<file path="src/rtl/calc_ctrl.sv">
// Command sequencer between the UART parser and the calculator ALU.
// Launches the ALU, bounds the wait, and streams the result as hex + CR LF.
module calc_ctrl #(
    parameter int RES_W   = 32,
    parameter int TIMEOUT = 64
) (
    input  logic             clk,
    input  logic             n_rst,
    input  logic             dec_done,
    input  logic [3:0]       dtype,
    input  logic [4:0]       op,
    input  logic [15:0]      src1,
    input  logic [15:0]      src2,
    output logic             alu_start,
    output logic [4:0]       alu_op,
    output logic             alu_signed,
    output logic [15:0]      alu_a,
    output logic [15:0]      alu_b,
    input  logic             alu_done,
    input  logic             alu_err,
    input  logic [RES_W-1:0] alu_result,
    output logic [7:0]       tx_data,
    output logic             tx_valid,
    input  logic             tx_ready,
    output logic             busy,
    output logic [7:0]       drop_cnt
);

    localparam int NIB = RES_W / 4;
    localparam int IW  = $clog2(NIB + 2);
    localparam int TW  = (TIMEOUT > 2) ? $clog2(TIMEOUT) : 1;

    typedef enum logic [1:0] {
        IDLE,
        LAUNCH,
        WAIT_ALU,
        SEND
    } state_t;

    state_t           state;
    logic [RES_W-1:0] res;
    logic             err;
    logic [IW-1:0]    idx;
    logic [TW-1:0]    timer;
    logic             cmd_ok;
    logic             last;

    function automatic logic [7:0] hex_char(input logic [3:0] n);
        return (n < 4'd10) ? 8'h30 + {4'h0, n} : 8'h57 + {4'h0, n};
    endfunction

    // Character i of the frame for a given result/error pair.
    function automatic logic [7:0] char_at(
        input logic [RES_W-1:0] r,
        input logic             e,
        input logic [IW-1:0]    i
    );
        logic [RES_W-1:0] sh;
        logic [7:0]       c;
        sh = '0;
        c  = 8'h0a;
        if (e) begin
            if (i == IW'(0))
                c = 8'h45;
            else if (i == IW'(1))
                c = 8'h0d;
        end else if (i < IW'(NIB)) begin
            sh = r >> (4 * (NIB - 1 - int'(i)));
            c  = hex_char(sh[3:0]);
        end else if (i == IW'(NIB)) begin
            c = 8'h0d;
        end
        return c;
    endfunction

    assign cmd_ok = (dtype == 4'h1 || dtype == 4'h2) &&
                    (op == 5'h01 || op == 5'h02 ||
                     op == 5'h04 || op == 5'h08);

    assign last = err ? (idx == IW'(2)) : (idx == IW'(NIB + 1));
    assign busy = (state != IDLE);

    always_ff @(posedge clk or negedge n_rst) begin
        if (!n_rst) begin
            state      <= IDLE;
            alu_start  <= 1'b0;
            alu_op     <= '0;
            alu_signed <= 1'b0;
            alu_a      <= '0;
            alu_b      <= '0;
            tx_valid   <= 1'b0;
            tx_data    <= 8'h00;
            drop_cnt   <= 8'h00;
            res        <= '0;
            err        <= 1'b0;
            idx        <= '0;
            timer      <= '0;
        end else begin
            alu_start <= 1'b0;
            if (dec_done && state != IDLE && drop_cnt != 8'hff)
                drop_cnt <= drop_cnt + 8'd1;

            unique case (state)
                IDLE: begin
                    if (dec_done) begin
                        alu_op     <= op;
                        alu_signed <= (dtype == 4'h2);
                        alu_a      <= src1;
                        alu_b      <= src2;
                        idx        <= '0;
                        if (cmd_ok) begin
                            err       <= 1'b0;
                            alu_start <= 1'b1;
                            state     <= LAUNCH;
                        end else begin
                            err      <= 1'b1;
                            tx_valid <= 1'b1;
                            tx_data  <= 8'h45;
                            state    <= SEND;
                        end
                    end
                end
                LAUNCH: begin
                    timer <= '0;
                    state <= WAIT_ALU;
                end
                WAIT_ALU: begin
                    if (alu_done) begin
                        res      <= alu_result;
                        err      <= alu_err;
                        idx      <= '0;
                        tx_valid <= 1'b1;
                        tx_data  <= char_at(alu_result, alu_err, '0);
                        state    <= SEND;
                    end else if (timer == TW'(TIMEOUT - 1)) begin
                        err      <= 1'b1;
                        idx      <= '0;
                        tx_valid <= 1'b1;
                        tx_data  <= 8'h45;
                        state    <= SEND;
                    end else begin
                        timer <= timer + TW'(1);
                    end
                end
                SEND: begin
                    if (tx_ready) begin
                        if (last) begin
                            tx_valid <= 1'b0;
                            state    <= IDLE;
                        end else begin
                            idx     <= idx + IW'(1);
                            tx_data <= char_at(res, err, idx + IW'(1));
                        end
                    end
                end
                default: state <= IDLE;
            endcase
        end
    end

endmodule

</file>
<file path="config.mk">
export PLATFORM = sky130hd
export DESIGN_NAME = calc_ctrl
export DESIGN_NICKNAME = d
export VERILOG_FILES = /design/src/rtl/calc_ctrl.sv
export SDC_FILE = /design/constraint.sdc
export NUM_CORES = 1
export LEC_CHECK = 0
export CORE_ASPECT_RATIO = 0.9
export CORE_MARGIN = 4
export CORE_UTILIZATION = 35
export CTS_BUF_LIST = sky130_fd_sc_hd__clkbuf_16
export DETAILED_ROUTE_END_ITERATION = 10
export GPL_ROUTABILITY_DRIVEN = 0
export SYNTH_ARGS = -nofsm -noshare
export SYNTH_HDL_FRONTEND = slang
export SYNTH_SLANG_ARGS = --single-unit
</file>
<file path="constraint.sdc">
create_clock -name clk -period 2.5 [get_ports clk]
set_input_delay 0.75 -clock clk [delete_from_list [all_inputs] [get_ports clk]]
set_output_delay 0.75 -clock clk [all_outputs]
set_load 0.005 [all_outputs]
</file>
==> flow_summary.json, run 1 <==
{
  "layout_common_cells": "clkdlybuf4s50_1, dfrtp_1, mux2_2, nand2_1, buf_4",
  "dp_cells": 733,
  "std_cell_rows": 40,
  "synth.largest_area_cell": "dfrtp_1",
  "critical_path_buf_inv_count": 2,
  "netlist_area_um2": 4790,
  "synth_top_family_by_area": "multiplexers",
  "antenna_found_initial": 1,
  "tritoncts": "done",
  "die_h_um": 119,
  "drc_errors": 0,
  "fin_cells": 752,
  "hold_path_class": "primary input to asynchronous set/reset pin",
  "synth_compound_area_frac": 0.114,
  "p_sw_mw": 2.86,
  "async_flop_share": 1.00,
  "synth_mux_area_frac": 0.179,
  "hpwl_mm": 9.64,
  "cap_violations": 0,
  "final_common_cell": "clkdlybuf4s50_1",
  "wl_per_cell_um": 16.9,
  "fin_ws_ns": 0.0224,
  "area_growth_pct": 45.5,
  "status": "finished, final reports clean",
  "grt_pass1_vias": 4155,
  "cts-root-buf": "clkbuf_16",
  "clock_power_share": 0.156,
  "clkTransAtPathRegs_ns": 0.07,
  "cpMaxStageDelayCell": "dfrtp_1",
  "synthAdderAreaFrac": 0.0261,
  "seqPwrFrac": 0.340,
  "slew_viol_final": 0,
  "nFillCells": 1176,
  "vdd_drop_max_mv": 0.669,
  "wirelength_mm": 12.7,
  "syn_area_per_cell_um2": 11.6,
  "synth-edff-count": 0,
  "critPathKind": "register to register",
  "fin_nets": 668,
  "rrSetupSlack_ns": 0.02,
  "ys_top_cells_by_area": "dfrtp_1, mux2_2, nand2_1",
  "postSynthCellCount": 415,
  "critPathArrivalTime_ns": 2.75,
  "yosysSeqAreaShare": 0.522,
  "path_delay_family": "compound AO/OA/AOI/OAI gates",
  "pre_cts_ws_ns": -0.390,
  "fmaxAchievable_ghz": 0.404,
  "synth_flop_cell": "dfrtp_1",
  "internal_power_mw": 5.40,
  "fin_setup_tns_ns": 0,
  "p_comb_frac": 0.504,
  "cts.sinks": 100,
  "p_sw_frac": 0.346,
  "yosysWarnings": 0,
  "grt_max_degree": 41,
  "ys_ff_latch": 100,
  "pin_count": 136,
  "cpPeakStageDelay_ns": 0.38,
  "antenna_left": 0,
  "coreArea_um2": 13400,
  "start_util": 0.359,
  "synthDistinctLibCells": 54,
  "cts_max_level": 3,
  "viasPerCell": 5.05,
  "synth.net_count": 504,
  "crit_required_ns": 2.77,
  "path_cells": "ha_2 -> xor2_2 -> buf_6 -> buf_4 -> mux2_2 -> a211oi_1 -> a2111o_1 -> a21oi_1 -> o41a_1 -> o21ai_1",
  "worstSetupEndpointType": "register",
  "start_kind": "register",
  "rsz0062_at_grt": "true",
  "skew_ns": 0.00913,
  "insertion_delay_ns": 0.35,
  "drive_above_1_share": 0.250,
  "clockBufferDepth": 2,
  "period_share": 0.991,
  "worst_pin_slew_ns": 0.529,
  "period_minus_slack_ns": 2.48,
  "setup_viol": 0,
  "leakage_nw": 2.96,
  "die_w_um": 131,
  "power_mw": 8.26,
  "drt-pass1-iter-count": 5,
  "diodes": 0,
  "yosys.area_share.simple": 0.104,
  "grt_pass1_wl_mm": 20.8,
  "yosysTopAreaCellShare": 0.522,
  "io_buffers": 134,
  "drtIter0Drc": 187,
  "crit_fanout": 7,
  "grt_overflow": 0,
  "synthXorXnorAreaFrac": 0.0292,
  "holdWs_ns": 0.376,
  "cts_inserted_buffers": 9,
  "hold_viol": 0,
  "die-area_um2": 15600,
  "powerDensity_nw_per_um2": 1180,
  "grt_usage": 0.165,
  "relSlewSlack": 0.647,
  "vias": 3800
}
cell type report:
| class | instances | area, µm² | area share |
|---|---|---|---|
| inverter | 12 | 45.0 | 0.00646 |
| sequential | 100 | 2500 | 0.359 |
| timing repair buffer | 171 | 1690 | 0.242 |
| clock buffer | 9 | 225 | 0.0323 |
| multi-input combinational | 285 | 2260 | 0.324 |
| clock inverter | 7 | 45.0 | 0.00646 |
| tap | 168 | 210 | 0.0301 |
synth_stat cells (5+ instances only):
| cell type | number |
|---|---|
| dfrtp_1 | 100 |
| mux2_2 | 73 |
| nand2_1 | 44 |
| o21ai_0 | 21 |
| nor2_1 | 17 |
| a21oi_1 | 15 |
| clkbuf_1 | 14 |
| inv_1 | 12 |
| ha_1 | 10 |
| xnor2_1 | 10 |
| nand2b_1 | 8 |
| o211ai_1 | 6 |
| xor2_1 | 6 |
| a211oi_1 | 5 |
| and3_1 | 5 |
| nor3_1 | 5 |
stage by stage:
stage,cell area (µm²),util
2_1_floorplan,4820,-
4_1_cts,6900,0.516
3_3_place_gp,6600,0.494
5_1_grt,6970,0.522
3_5_place_dp,6600,0.494
6_report,6970,0.522
worst reg2reg max path, cell delays in order, from the launching register on:
cell      delay [ns]
dfrtp_1         0.38
ha_2            0.21
xor2_2          0.14
buf_6           0.16
buf_4           0.14
mux2_2          0.34
a211oi_1        0.22
a2111o_1        0.22
a21oi_1         0.13
o41a_1          0.34
o21ai_1         0.13
routing by layer:
metal / global-route usage / routed length [µm] / vias to the layer above
li1: - / - / 1819
met1: 0.199 / 5450 / 1843
met2: 0.259 / 5800 / 115
met3: 0.0773 / 1130 / 21
met4: 0.0630 / 289 / 2
met5: 0 / 8 / -
path summary, 6_finish.rpt:
path / from / endpoint / cells past startpoint
max: idx[1] / tx_data[4] / 10
min: n_rst / res[5] / 1
max reg2reg: idx[1] / tx_data[4] / 10
min reg2reg: alu_signed / alu_signed / 2
max in group asynchronous: n_rst / res[20] / 2
min in group clk: alu_signed / alu_signed / 2
flip-flops by register name (all words and copies together), names as in the netlist:
| signal | cells |
|---|---|
| alu_a | 16 |
| alu_b | 16 |
| alu_op | 5 |
| alu_signed | 1 |
| alu_start | 1 |
| drop_cnt | 8 |
| err | 1 |
| idx | 4 |
| res | 32 |
| state | 2 |
| timer | 6 |
| tx_data | 7 |
| tx_valid | 1 |
logic make-up after synthesis:
logic type	count (synthesis)
other	1
and+or+nand+nor	102
adders and majority gates	10
muxes	76
buffers and inverters	30
xor gates and xnor gates	16
AOI/OAI and AO/OA	80
DFF	100
what timing repair did:
action,CTS,global route
setup endpoints to repair,6,7
gates resized for setup,8,12
hold buffers,0,0
pin swaps,1,3
setup buffers,1,2
power by group through the flow:
stage	clock, mW	sequential, mW	combinational, mW
global placement	0	2.81	3.89
global route	1.40	2.90	4.56
detailed placement	0	2.83	3.98
finish	1.29	2.81	4.16
floorplan	0	2.76	2.16
CTS	1.35	2.81	4.06
Power figures use the tool's default switching activity.
==> run 2, diff against run 1 <==
Settings changed: RECOVER_POWER from default to 100.
Clock period 2.5 ns to 3.1 ns, I/O delays scaled along.
==> run 2 against run 1 <==
Against the previous run: via count decreased by 2.9%; clock skew decreased by 0.0052 ns; power decreased by 26%; critical path type is now register to output port; design area decreased by 5.1%; sequential cell count unchanged; clock power decreased by 21%; highest routed layer is now met4; worst hold slack improved by 0.10 ns; core utilization decreased by 2.7 points; die area unchanged; register-to-register slack improved by 0.25 ns; wire length decreased by 6.2%.
==> flow_summary.json, run 2 (same netlist as run 1, synthesis figures left out) <==
{
  "status": "finished, final reports clean",
  "die_w_um": 131,
  "path_delay_family": "buffers and inverters",
  "critPathArrivalTime_ns": 1.91,
  "antenna_found_initial": 0,
  "crit_path_frequent_cell": "inv_1",
  "grt_max_degree": 44,
  "fin_setup_tns_ns": 0,
  "layout_common_cells": "dfrtp_1, clkdlybuf4s50_1, mux2_2, dlygate4sd3_1, nand2_1",
  "cts_inserted_buffers": 9,
  "cts_setup_buffers": 0,
  "relSlewSlack": 0.290,
  "design_area_um2": 6620,
  "crit_fanout": 7,
  "hold_viol": 0,
  "crit_required_ns": 2.17,
  "die_h_um": 119,
  "cts-root-buf": "clkbuf_16",
  "coreArea_um2": 13400,
  "worstSetupEndpointType": "output port",
  "wirelength_mm": 11.9,
  "io_buffers": 134,
  "critical_path_buf_inv_count": 3,
  "insertion_delay_ns": 0.34,
  "clockBufferDepth": 2,
  "reg2reg_from": "idx[1]",
  "vias": 3688,
  "antenna_left": 0,
  "period_minus_slack_ns": 2.84,
  "hold_path_class": "register to register",
  "std_cell_rows": 40,
  "slew_viol_final": 0,
  "fmaxAchievable_ghz": 0.352,
  "grt_overflow": 0,
  "cpMaxStageDelayCell": "dlygate4sd3_1",
  "min_to": "alu_op[1]",
  "hold_path_startpoint": "alu_op[1]",
  "worst-r2r-cell-count": 9,
  "fin_nets": 644,
  "cts_max_level": 3,
  "drive_above_1_share": 0.182,
  "drc_errors": 0,
  "reg_top3": "res (32), alu_a (16), alu_b (16)",
  "r2r_end": "tx_data[2]",
  "regMostFlops": "res",
  "vdd_drop_max_mv": 0.357,
  "rsz0062_at_grt": "false",
  "final_common_cell": "dfrtp_1",
  "path_cells": "inv_1 -> ha_1 -> inv_1 -> dlygate4sd3_1",
  "cpPeakStageDelay_ns": 0.60,
  "viasPerCell": 5.07,
  "diodes": 0,
  "grt_pass1_vias": 3917,
  "min_path_cells": 2,
  "cap_violations": 0,
  "area_growth_pct": 38.0,
  "wl_per_cell_um": 16.3,
  "grt_pass1_wl_mm": 19.9,
  "drt-pass1-iter-count": 4,
  "rrSetupSlack_ns": 0.27,
  "pin_count": 136,
  "placed_area_um2": 6370,
  "cts.sinks": 100,
  "largest_reg_flops": 32,
  "period_share": 0.917,
  "start_util": 0.359,
  "start_kind": "register",
  "worst_pin_slew_ns": 1.06,
  "die-area_um2": 15600,
  "nFillCells": 1227,
  "setup_viol": 0,
  "hpwl_mm": 9.09,
  "drtIter0Drc": 172,
  "leakage_nw": 2.81,
  "tritoncts": "done",
  "critPathKind": "register to output port",
  "powerDensity_nw_per_um2": 926,
  "skew_ns": 0.00395,
  "grt_usage": 0.156,
  "clkTransAtPathRegs_ns": 0.07
}
run 2: tightest hold or removal path, stage by stage (launching register included):
cell and delay [ns]:
dfrtp_1 0.34, nand2_1 0.04, o21ai_0 0.06
run 2: worst max-delay path by stage:
stage | startpoint | slack [ns] | depth (start not counted) | end
after detailed placement | dtype[1] | 0.09 | 8 | tx_valid
after global placement | dtype[0] | 0.13 | 8 | tx_valid
after CTS | idx[1] | 0.30 | 9 | tx_data[3]
after global routing | idx[1] | 0.05 | 9 | tx_data[4]
final | state[1] | 0.26 | 4 | busy
after floorplan | idx[0] | 0.47 | 10 | tx_data[2]
run 2: metal layers:
layer,GRT usage,wire length (µm),vias to the layer above
li1,-,-,1773
met3,0.0519,749,9
met1,0.201,5190,1829
met4,0.0374,121,0
met5,0,0,-
met2,0.257,5830,77
run 2: report_power, final:
part           switching, mW  leakage (nW)  internal, mW
clock network          0.483         0.127         0.540
registers              0.377          1.21          1.90
logic                   1.29          1.47          1.54
total                   2.15          2.81          3.98
run 2: what timing repair did:
action                                  CTS  global route
hold buffers                              0             0
endpoints found under the setup margin    0             1
resized for setup                         0             2
run 2: layout make-up:
class                   count  area, µm²  area share
repair buffers            147       1410       0.213
clock inverters             7       43.8     0.00662
well taps                 168        210      0.0318
clock buffers               9        225      0.0340
flip-flops and latches    100       2500       0.378
multi-input cells         285       2180       0.329
inverters                  12       45.0     0.00681
run 2: per-stage QoR:
stage	setup slack [ns]	cells	power [mW]	hold WS (ns)	utilization
after detailed placement	0.0947	712	5.28	0.473	0.477
after global placement	0.129	712	5.22	0.469	0.477
after floorplan	0.474	415	3.95	0.446	-
final	0.258	728	6.12	0.477	0.495
after global routing	0.0509	728	6.62	0.513	0.495
after CTS	0.304	728	6.34	0.488	0.497
==> run 3, diff against run 2 <==
Settings changed: CORE_MARGIN 4 to 1.
==> run 3 against run 2 <==
Against the previous run: the flow now finishes with violations (design-rule violations); core utilization up 0.10 points; maximum frequency down 0.61%; register-to-register slack worse by 0.03 ns; worst hold slack about the same; global-route usage up 1.8 points; combinational power about the same; via count up 0.68%; cell count unchanged; sequential power about the same; critical path depth up 5; die area down 9.4%; critical path type is now register to register; critical endpoint is now tx_data[0].
==> flow_summary.json, run 3 (same netlist as run 1, synthesis figures left out) <==
{
  "status": "finished with violations",
  "violations": "design-rule violations",
  "antenna_found_initial": 0,
  "largest_reg_flops": 32,
  "worst_pin_slew_ns": 1.18,
  "pin_count": 136,
  "skew_ns": 0.00630,
  "drive_above_1_share": 0.180,
  "worstSetupEndpointType": "register",
  "coreArea_um2": 13400,
  "hold_viol": 0,
  "drc_errors": 6,
  "grt_overflow": 0,
  "r2r_end": "tx_data[0]",
  "start_util": 0.359,
  "slew_viol_final": 0,
  "grt_pass1_wl_mm": 19.3,
  "std_cell_rows": 40,
  "die_h_um": 113,
  "viasPerCell": 5.10,
  "leakage_nw": 2.84,
  "worst-r2r-cell-count": 9,
  "area_growth_pct": 38.3,
  "crit_required_ns": 3.34,
  "hold_path_startpoint": "alu_signed",
  "grt_usage": 0.174,
  "clkTransAtPathRegs_ns": 0.07,
  "drt-pass1-iter-count": 7,
  "rrSetupSlack_ns": 0.24,
  "hpwl_mm": 8.90,
  "reg_top3": "res (32), alu_a (16), alu_b (16)",
  "layout_common_cells": "dfrtp_1, clkdlybuf4s50_1, mux2_2, dlygate4sd3_1, nand2_1",
  "relSlewSlack": 0.213,
  "antenna_left": 0,
  "period_share": 0.922,
  "grt_pass1_vias": 3842,
  "wl_per_cell_um": 16.1,
  "tritoncts": "done",
  "cap_violations": 0,
  "diodes": 0,
  "wirelength_mm": 11.7,
  "clockBufferDepth": 2,
  "crit_fanout": 9,
  "cts_setup_buffers": 0,
  "powerDensity_nw_per_um2": 931,
  "insertion_delay_ns": 0.35,
  "die_w_um": 125,
  "cts-root-buf": "clkbuf_16",
  "fin_setup_tns_ns": 0,
  "period_minus_slack_ns": 2.86,
  "setup.worst_path.end": "tx_data[0]",
  "start_kind": "register",
  "vdd_drop_max_mv": 0.522,
  "drtIter0Drc": 154,
  "cts_hold_buf": 0,
  "fin_ws_ns": 0.241,
  "rsz0062_at_grt": "false",
  "final_common_cell": "dfrtp_1",
  "cts_max_level": 3,
  "critPathArrivalTime_ns": 3.09,
  "vias": 3713,
  "ctsResizeCount": 0,
  "pre_cts_ws_ns": 0.120,
  "crit_path_start": "idx[1]",
  "hold_path_class": "register to register",
  "nFillCells": 1208,
  "setup_viol": 0,
  "reg2reg_from": "idx[1]",
  "io_buffers": 134,
  "cts_inserted_buffers": 9,
  "fin_nets": 645,
  "critPathKind": "register to register",
  "fmaxAchievable_ghz": 0.350,
  "die-area_um2": 14200,
  "cts.sinks": 100,
  "grt_max_degree": 43,
  "regMostFlops": "res"
}
[run 3: cell types whose count changed in the layout (fill, tap and decap cells not counted), sizes merged]
cell	previous run	this run
clkbuf	17	18
clkinvlp	3	1
bufinv	0	1
[run 3: cell type report]
class	instances	area (µm²)	share of cell area
inverter	12	45.0	0.00680
tap	168	210	0.0317
multi-input combinational	285	2170	0.327
sequential	100	2500	0.378
timing repair buffer	148	1420	0.214
clock inverter	6	58.8	0.00887
clock buffer	9	225	0.0340
[run 3: critical path, cell delays in order, from the launching register on]
cell and delay, ns:
dfrtp_1 0.47, ha_1 0.23, xor2_1 0.20, buf_4 0.22
mux2_1 0.22, o211ai_1 0.10, a2111o_1 0.53, a2111oi_0 0.50
o31a_1 0.22, o21ai_1 0.06
[run 3: worst min-delay path by stage]
stage                            end  slack (ns)  cells after the start
final                     alu_signed        0.48                      2
after global routing      alu_signed        0.50                      2
after CTS                 alu_signed        0.49                      2
after detailed placement  alu_signed        0.48                      2
after global placement    alu_signed        0.47                      2
after floorplan              res[29]        0.45                      2
[run 3: metrics by stage]
stage,utilization,hold slack [ns],power (mW),std cells,cell area (µm²)
after global routing,0.496,0.500,6.63,728,6630
after floorplan,-,0.446,3.95,415,4790
after CTS,0.499,0.486,6.41,728,6670
after global placement,0.478,0.469,5.19,713,6380
after detailed placement,0.478,0.475,5.28,713,6380
final,0.496,0.477,6.17,728,6630
[run 3: routing by layer]
metal,share of wire,GRT usage,up-vias
met5,0,0,-
met4,0.012,0.0561,0
met3,0.068,0.0577,11
met2,0.48,0.287,101
met1,0.44,0.217,1831
li1,-,-,1770
[run 3: where the power goes]
part / switching (mW) / internal (mW) / total, mW / leakage [nW]
Combinational: 1.28 / 1.53 / 2.81 / 1.48
Sequential: 0.374 / 1.90 / 2.27 / 1.21
Clock: 0.473 / 0.615 / 1.09 / 0.144
==> edit (config.mk and constraints of run 2) <==
Encoding of `state_t`: now one-hot (4 bits for 4 states).
--- a/src/rtl/calc_ctrl.sv
+++ b/src/rtl/calc_ctrl.sv
@@ -32,7 +32,7 @@
 
-    typedef enum logic [1:0] {
-        IDLE,
-        LAUNCH,
-        WAIT_ALU,
-        SEND
+    typedef enum logic [3:0] {
+        IDLE     = 4'b0001,
+        LAUNCH   = 4'b0010,
+        WAIT_ALU = 4'b0100,
+        SEND     = 4'b1000
     } state_t;
Behaviour: no difference found for any inputs over 4 cycles, from zero or initial values and one cycle with n_rst low; so few cycles prove little.
==> edit against run 2 <==
- synthesized cell count is 27% higher
- largest cell class unchanged
- synthesized area is 4.4% higher
- total power is 19% lower
- critical path depth is 1 higher
- sequential cell count is 2 higher
- setup slack worse by 0.072 ns
- global-route usage is 1.4 points higher
- wire length is 12% higher
- highest routed layer unchanged
- final area is 4.0% higher
- count of clock-buffer cells in the layout stayed put
- via count is 15% higher
==> edit: results (changes against run 2) <==
* DRT Wirelength at 13.3 mm (was 11.9 mm)
* Critical path fanouts, max at 9 (was 7)
* WP data arrival at 1.98 ns (was 1.91 ns)
* Post-synthesis async set-or-reset flop share at 100% (unchanged)
* First-pass GRT wire length at 22.0 mm (was 19.9 mm)
* Vias in the first global route at 4302 (was 3917)
* Detail Placement HPWL at 9.82 mm (was 9.09 mm)
* Antenna cells at 0 (unchanged)
* Synth top area cells: dfrtp_1 51%, nand2_1 12%, mux2_2 6.8%, o21ai_0 2.2%, a21o_1 2.0% (was dfrtp_1 52%, mux2_2 17%, nand2_1 3.4%, ha_1 2.6%, o21ai_0 2.2%)
* Synth warn at 0 (unchanged)
* Vias per inst at 4.94 (was 5.07)
* Total CTS buffers at 9 (unchanged)
* Run status: completed (unchanged)
* Top Registers: res x32, alu_a x16, alu_b x16 (unchanged)
* Distinct cells, synth at 61 (was 54)
* Largest net degree at the start of global routing at 60 (was 44)
* Area after DPL at 6610 sq um (was 6370 sq um)
* Port-buffer cells at 134 (unchanged)
* Worst-Skew Late Latency at 0.35 ns
* CTS max path bufs at 2 (unchanged)
* Hold Slack at 0.470 ns (was 0.477 ns)
* Number of post-CTS setup repair buffers at 0 (unchanged)
* Post-synthesis average cell area at 9.47 sq um (was 11.6 sq um)
* First-pass iteration count of the detailed router at 5 (was 4)
* Clock skew at 0.00919 ns (was 0.00395 ns)
* Post-Syn Nets at 612 (was 504)
* CTS root buf: clkbuf_16 (unchanged)
* Share of layout cells above drive strength 1 at 10.4% (was 18.2%)
* All-layer global routing usage at 17.0% (was 15.6%)
* Place WS at 0.184 ns (was 0.0947 ns)
* Leak at 3.29 nW (was 2.81 nW)
* Initial antenna violation count at 0 (unchanged)
* Worst-margin pin slew at 1.48 ns (was 1.06 ns)
* Cells after DPL at 847 (was 712)
* Hold WC Path Type: reg2reg (unchanged)
* Commonest cells in the netlist: 158 x nand2_1, 101 x dfrtp_1, 30 x mux2_2 (was 100 x dfrtp_1, 73 x mux2_2, 44 x nand2_1)
* DRC violations left at 0 (unchanged)
* Share of the yosys chip area belonging to registers at 51.1% (was 52.2%)
* PostCTS Resize Cnt at 0 (unchanged)
* Flop-to-flop setup slack at 0.32 ns (was 0.27 ns)
* Switching part of the total at 34.2% (was 35.1%)
* H-tree Lvls at 3 (unchanged)
* Initial drt markers at 298 (was 172)
* Nets at 749 (was 644)
* Clock-pin slew of the registers on the worst-case setup and hold paths at 0.07 ns (about the same)
* Peak VDD IR at 0.364 mV (was 0.357 mV)
* Vias after detailed routing at 4259 (was 3688)
## edit: cell count changes in the layout (fill, tap and decap cells not counted), moves of 6 or more
| cell | delta |
|---|---|
| nand2_1 | +114 |
| mux2_2 | -41 |
| nor3_1 | +14 |
| a21o_1 | +11 |
| nand3_1 | +8 |
| o22ai_1 | +6 |
## edit: routing by layer
layer  vias up  share of wire (%)  track usage, %
met4         0                1.5            5.53
li1       2089                  -               -
met5         -                  0               0
met1      2028                 44            21.5
met2       129                 47            27.0
met3        13                7.6            6.47
## edit: final timing paths
kind / startpoint / end / cells after the start
max: state[0] / busy / 5
min: alu_a[12] / alu_a[12] / 2
max reg2reg: idx[3] / tx_data[0] / 7
min reg2reg: alu_a[12] / alu_a[12] / 2
max in group asynchronous: n_rst / alu_a[3] / 2
min in group asynchronous: n_rst / res[7] / 2
## edit: kinds of logic after synthesis
family | share of synthesized area, %
AND/OR/NAND/NOR | 20.7
flip-flops | 51.1
AO/OA/AOI/OAI | 12.7
buffers and inverters | 3.40
multiplexers | 8.15
XOR/XNOR | 2.63
adder cells (fa/ha/maj) | 1.25
other | 0.0750
## edit: layout make-up
cell class                 instances  area, sq um
timing repair buffer             153         1470
tap                              193          241
inverter                          11         41.3
clock buffer                       9          225
fill                            1327         7130
sequential                       102         2550
clock inverter                     7         68.8
multi-input combinational        388         2270
## edit: power groups by stage
stage,combinational (mW),clock [mW],sequential (mW)
detailed placement,2.00,0,1.97
finish,1.85,1.15,1.94
CTS,2.00,1.20,1.96
global placement,1.97,0,1.97
floorplan,0.935,0,1.93
global route,2.06,1.25,2.00
## edit: critical path: stages, from the launching register on
cell	delay (ns)
dfstp_2	0.61
inv_1	0.07
nor4_1	0.27
buf_4	0.19
inv_1	0.05
clkdlybuf4s50_1	0.45
